### src/rtl/adder_serializer_if.sv
// Handshake and serial-output bundle between an upstream word source and the
// adder serializer; the serializer sits on the slave side.
interface adder_serializer_if #(
  parameter int WIDTH = 4
);
  logic             in_valid;
  logic [WIDTH-1:0] in_data;
  logic             in_ready;
  logic             b;
  logic             bit_valid;
  logic             first_bit;
  logic             last_bit;
  logic             busy;

  modport slave (
    input  in_valid, in_data,
    output in_ready, b, bit_valid, first_bit, last_bit, busy
  );

  modport master (
    output in_valid, in_data,
    input  in_ready, b, bit_valid, first_bit, last_bit, busy
  );
endinterface

### src/rtl/adder_serializer.sv
// Serial feeder for the sequential adder: takes a parallel word over valid/ready,
// shifts it out LSB-first on b, then drives GAP zero bits so the adder resets.
module adder_serializer #(
  parameter int WIDTH = 4,
  parameter int GAP   = 2
) (
  input logic                clk,
  input logic                reset,
  adder_serializer_if.slave  bus
);

  localparam int MAXC = (WIDTH > GAP) ? WIDTH : GAP;
  localparam int CW   = $clog2(MAXC) + 1;
  localparam logic [CW-1:0] LAST_BIT = CW'(WIDTH - 1);
  localparam logic [CW-1:0] LAST_GAP = CW'((GAP > 0) ? GAP - 1 : 0);
  localparam logic [CW-1:0] ONE      = CW'(1);

  typedef enum logic [1:0] {
    S_IDLE,
    S_SHIFT,
    S_GAP
  } state_t;

  state_t           state, state_nx;
  logic [CW-1:0]    count, count_nx, count_inc;
  logic [WIDTH-1:0] shreg, shreg_nx, shifted;
  logic             b_nx, valid_nx, first_nx, last_nx;
  logic             b_q, valid_q, first_q, last_q, busy_q;

  assign count_inc = count + ONE;
  assign shifted   = shreg >> 1;

  always_ff @(posedge clk or negedge reset) begin
    if (!reset) begin
      state   <= S_IDLE;
      count   <= '0;
      shreg   <= '0;
      b_q     <= 1'b0;
      valid_q <= 1'b0;
      first_q <= 1'b0;
      last_q  <= 1'b0;
      busy_q  <= 1'b0;
    end else begin
      state   <= state_nx;
      count   <= count_nx;
      shreg   <= shreg_nx;
      b_q     <= b_nx;
      valid_q <= valid_nx;
      first_q <= first_nx;
      last_q  <= last_nx;
      busy_q  <= (state_nx != S_IDLE);
    end
  end

  // Next-state logic also computes the bit to present next cycle, so every
  // serial output comes straight from a flop.
  always_comb begin
    state_nx = state;
    count_nx = count;
    shreg_nx = shreg;
    b_nx     = 1'b0;
    valid_nx = 1'b0;
    first_nx = 1'b0;
    last_nx  = 1'b0;
    case (state)
      S_IDLE: begin
        if (bus.in_valid) begin
          state_nx = S_SHIFT;
          count_nx = '0;
          shreg_nx = bus.in_data;
          b_nx     = bus.in_data[0];
          valid_nx = 1'b1;
          first_nx = 1'b1;
          last_nx  = (WIDTH == 1);
        end
      end
      S_SHIFT: begin
        if (count == LAST_BIT) begin
          count_nx = '0;
          shreg_nx = '0;
          state_nx = (GAP > 0) ? S_GAP : S_IDLE;
        end else begin
          count_nx = count_inc;
          shreg_nx = shifted;
          b_nx     = shifted[0];
          valid_nx = 1'b1;
          last_nx  = (count_inc == LAST_BIT);
        end
      end
      S_GAP: begin
        if (count == LAST_GAP) begin
          count_nx = '0;
          state_nx = S_IDLE;
        end else begin
          count_nx = count_inc;
        end
      end
      default: begin
        state_nx = S_IDLE;
        count_nx = '0;
        shreg_nx = '0;
      end
    endcase
  end

  // Ready is the only combinational output; it must drop with reset at once.
  assign bus.in_ready  = (state == S_IDLE) && reset;
  assign bus.b         = b_q;
  assign bus.bit_valid = valid_q;
  assign bus.first_bit = first_q;
  assign bus.last_bit  = last_q;
  assign bus.busy      = busy_q;

endmodule
### src/flat_wrapper.sv
// flat-port wrapper written by rule: the top's interface ports become plain ports
module adder_serializer_flat 
#(
  parameter int WIDTH = 4,
  parameter int GAP   = 2
)
  (clk, reset, bus_in_valid, bus_in_data, bus_in_ready, bus_b, bus_bit_valid, bus_first_bit, bus_last_bit, bus_busy);
  adder_serializer_if #(.WIDTH(WIDTH)) bus_i ();
  input logic clk;
  input logic reset;
  input wire logic [$bits(bus_i.in_valid)-1:0] bus_in_valid;
  input wire logic [$bits(bus_i.in_data)-1:0] bus_in_data;
  output wire logic [$bits(bus_i.in_ready)-1:0] bus_in_ready;
  output wire logic [$bits(bus_i.b)-1:0] bus_b;
  output wire logic [$bits(bus_i.bit_valid)-1:0] bus_bit_valid;
  output wire logic [$bits(bus_i.first_bit)-1:0] bus_first_bit;
  output wire logic [$bits(bus_i.last_bit)-1:0] bus_last_bit;
  output wire logic [$bits(bus_i.busy)-1:0] bus_busy;
  assign bus_i.in_valid = bus_in_valid;
  assign bus_i.in_data = bus_in_data;
  assign bus_in_ready = bus_i.in_ready;
  assign bus_b = bus_i.b;
  assign bus_bit_valid = bus_i.bit_valid;
  assign bus_first_bit = bus_i.first_bit;
  assign bus_last_bit = bus_i.last_bit;
  assign bus_busy = bus_i.busy;
  adder_serializer #(.WIDTH(WIDTH), .GAP(GAP)) u_core (.clk(clk), .reset(reset), .bus(bus_i));
endmodule
### config.mk
export PLATFORM = sky130hd
export DESIGN_NAME = adder_serializer_flat
export DESIGN_NICKNAME = d
export VERILOG_FILES = /design/src/rtl/adder_serializer_if.sv /design/src/rtl/adder_serializer.sv /design/src/flat_wrapper.sv
export SDC_FILE = /design/constraint.sdc
export NUM_CORES = 1
export LEC_CHECK = 0
export ABC_AREA = 1
export CAP_MARGIN = 20
export CORE_ASPECT_RATIO = 0.9
export CORE_MARGIN = 1.5
export CORE_UTILIZATION = 45
export CTS_CLUSTER_DIAMETER = 150
export DETAILED_ROUTE_END_ITERATION = 16
export GPL_TIMING_DRIVEN = 0
export PLACE_DENSITY = 0.71
export SLEW_MARGIN = 20
export SYNTH_ARGS = -nofsm -noshare
export SYNTH_HDL_FRONTEND = slang
export SYNTH_SLANG_ARGS = --single-unit
### constraint.sdc
create_clock -name clk -period 1.3 [get_ports clk]
set_input_delay 0.39 -clock clk [delete_from_list [all_inputs] [get_ports clk]]
set_output_delay 0.39 -clock clk [all_outputs]
set_load 0.01 [all_outputs]
==> flow_summary.json <==
{
  "path_max_fanout": 3,
  "drt_iter0_markers": 17,
  "worstPathRequired_ns": 0.91,
  "place_area_um2": 875,
  "core_area_mm2": 0.00148,
  "fp.dieH_um": 41.1,
  "slew_viol_final": 0,
  "peakVddDrop_mv": 1.28,
  "p_int_mw": 1.20,
  "yosysWarnings": 0,
  "cap_violations": 0,
  "final_hold_viol_count": 0,
  "die_area_mm2": 0.00187,
  "grt.total_usage_pct": 18.9,
  "setup_viol": 8,
  "drt_wl_total_um": 1850,
  "cpMostUsedCell": "inv_2",
  "firstDrtPassIters": 4,
  "p_leak_nw": 0.585,
  "hp-class": "primary input to async pin",
  "p_comb_share_pct": 59.2,
  "via_per_inst": 4.84,
  "rsz0062_at_grt": "true",
  "fmax_mhz": 666,
  "clkLatencyLatePin_ns": 0.27,
  "final-seq-area_um2": 325,
  "start_util_pct": 49.1,
  "drc_errors": 0,
  "avgSynthCellArea_um2": 8.08,
  "switching_power_mw": 0.833,
  "portBuffers": 12,
  "ys_types": 12,
  "hold_buffers": 0,
  "syn_inst": 90,
  "layout-drive-gt1-share_pct": 39.8,
  "fillers": 97,
  "arrival_ns": 1.11,
  "switching_share_pct": 40.9,
  "antenna_found_initial": 0,
  "first_global_vias": 560,
  "grt_pass1_wl_um": 2370,
  "vias": 677,
  "ys_ff_latch": 13,
  "status": "complete, but fails checks",
  "syn2layout_area_growth_pct": 52.8,
  "fin_worst_skew_ns": 0.00466,
  "die_x_um": 45.4,
  "overflow": 0,
  "rows": 13,
  "pwr-share-clk_pct": 11.7,
  "nets": 135,
  "post_drt_wl_per_cell_um": 13.2,
  "cts_buffers": 3,
  "root_buffer": "clkbuf_4",
  "htreeDepth": 1,
  "cts.sinks": 13,
  "ys_seq_area_share_pct": 44.8,
  "pwr_density_cell_mw_per_mm2": 1830,
  "worst_pin_slew_ns": 0.368,
  "slew_headroom_pct": 75.5,
  "fin_crit_sh_pct": 116,
  "cp-end-kind": "output port",
  "cts_tree": "done",
  "min_period_ns": 1.50,
  "multi_input_area_um2": 444,
  "cts.clk_slew.worst_paths_ns": 0.07,
  "start_kind": "flop",
  "worstSetupPathType": "flop to output port",
  "synthesis.area_um2": 727,
  "post-route-cell-area_mm2": 0.00111,
  "fin_ws_ns": -0.202,
  "place.gp.congestion": 0.751,
  "dp_hpwl_um": 996,
  "violations": "negative setup slack",
  "cp_slowest_cell": "dfrtp_1",
  "synth_nets": 106,
  "cp_cell_sequence": "inv_2 > ha_4 > nand2_2 > inv_2 > buf_6",
  "antenna_cells": 0,
  "slowest_delay_ns": 0.40,
  "ant_nets": 0,
  "dp_slack_ns": -1.10,
  "seqPwrFrac_pct": 29.1,
  "ios": 13,
  "clock_path_buffers": 2,
  "grt_max_degree": 15
}
-- path summary, 6_finish.rpt --
| path | start | endpoint | slack (ns) | cells past startpoint |
|---|---|---|---|---|
| min in group clk | u_core.shreg[1] | u_core.shreg[1] | 0.49 | 2 |
| max in group asynchronous | reset | u_core.bus.b | 0.92 | 1 |
| worst max register to register | u_core.state[1] | u_core.shreg[3] | -0.18 | 9 |
| worst max-delay path | u_core.state[1] | bus_in_ready | -0.20 | 5 |
| worst min register to register | u_core.shreg[1] | u_core.shreg[1] | 0.49 | 2 |
| worst min-delay path | reset | u_core.shreg[2] | 0.11 | 1 |
-- cells by family after synthesis --
family / share of synthesized area, %
buf+inv: 9.47
simple gates: 26.3
compound gates: 3.96
flops: 44.8
fa+ha+maj: 15.5
-- metal layers --
layer  global-route usage [%]  up-vias  wire (um)
li1                         -      329          -
met1                     21.0      321        841
met2                     31.8       23        875
met3                     7.93        4        102
met4                     9.56        0         31
met5                        0        -          0
-- stage by stage --
| stage | total power, mW | utilization [%] | TNS [ns] | instances | hold WS (ns) |
|---|---|---|---|---|---|
| after global routing | 2.17 | 75.1 | -1.61 | 140 | 0.126 |
| after detailed placement | 1.31 | 59.1 | -2.36 | 124 | 0.471 |
| after floorplan | 1.05 | - | 0 | 90 | 0.0944 |
| after global placement | 1.29 | 59.1 | -2.33 | 124 | 0.464 |
| final | 2.03 | 75.1 | -0.897 | 140 | 0.112 |
| after CTS | 1.66 | 65.2 | -0.217 | 134 | 0.107 |
-- area by class of cell --
class                           count  share of cell area (%)
Clock buffer                        4                    2.36
Inverter                           18                    6.42
Multi-Input combinational cell     59                    40.0
Sequential cell                    13                    29.3
Tap cell                           22                    2.48
Timing Repair Buffer               24                    19.5
-- critical path: cells and delay by family (launching register included) --
kind,cells,cell delay [ns]
buf+inv,3,0.26
flops,1,0.40
fa+ha+maj,1,0.14
simple gates,1,0.05
-- synth_stat cells (all sizes together) --
library cell | n | area, um^2
a21oi | 3 | 15.0
clkinv | 1 | 5.00
dfrtp | 13 | 325
ha | 9 | 113
inv | 17 | 63.8
nand2 | 34 | 128
nand3 | 6 | 30.0
nor2 | 5 | 33.8
o21ai | 2 | 13.8
-- layout by cell type, fill, tap and decap left out, drive strengths merged, types with 2 or more instances in the layout --
master / instances
nand2: 34
inv: 17
dfrtp: 13
buf: 13
ha: 9
nand3: 6
clkdlybuf4s15: 6
clkdlybuf4s50: 5
nor2: 5
clkbuf: 4
a21oi: 3
o21ai: 2
-- sequential cells by signal, indices dropped and copies added, names as in the netlist --
name and count:
u_core.state 2, u_core.bus.busy 1, u_core.bus.first_bit 1, u_core.shreg 3, u_core.bus.last_bit 1, u_core.count 3, u_core.bus.b 1, u_core.bus.bit_valid 1
-- power groups by stage --
stage / Combinational (mW) / Sequential (mW) / Clock [mW]
floorplan: 0.419 / 0.626 / 0
global placement: 0.687 / 0.601 / 0
detailed placement: 0.705 / 0.604 / 0
CTS: 0.825 / 0.584 / 0.250
global route: 1.30 / 0.602 / 0.265
finish: 1.21 / 0.591 / 0.238
-- what timing repair did --
item,in CTS,in global routing
buffers inserted,6,6
gates resized for setup,25,29
pin swaps,3,10
setup endpoints to repair,14,13
Note: power is estimated with default switching activity, not from simulation.
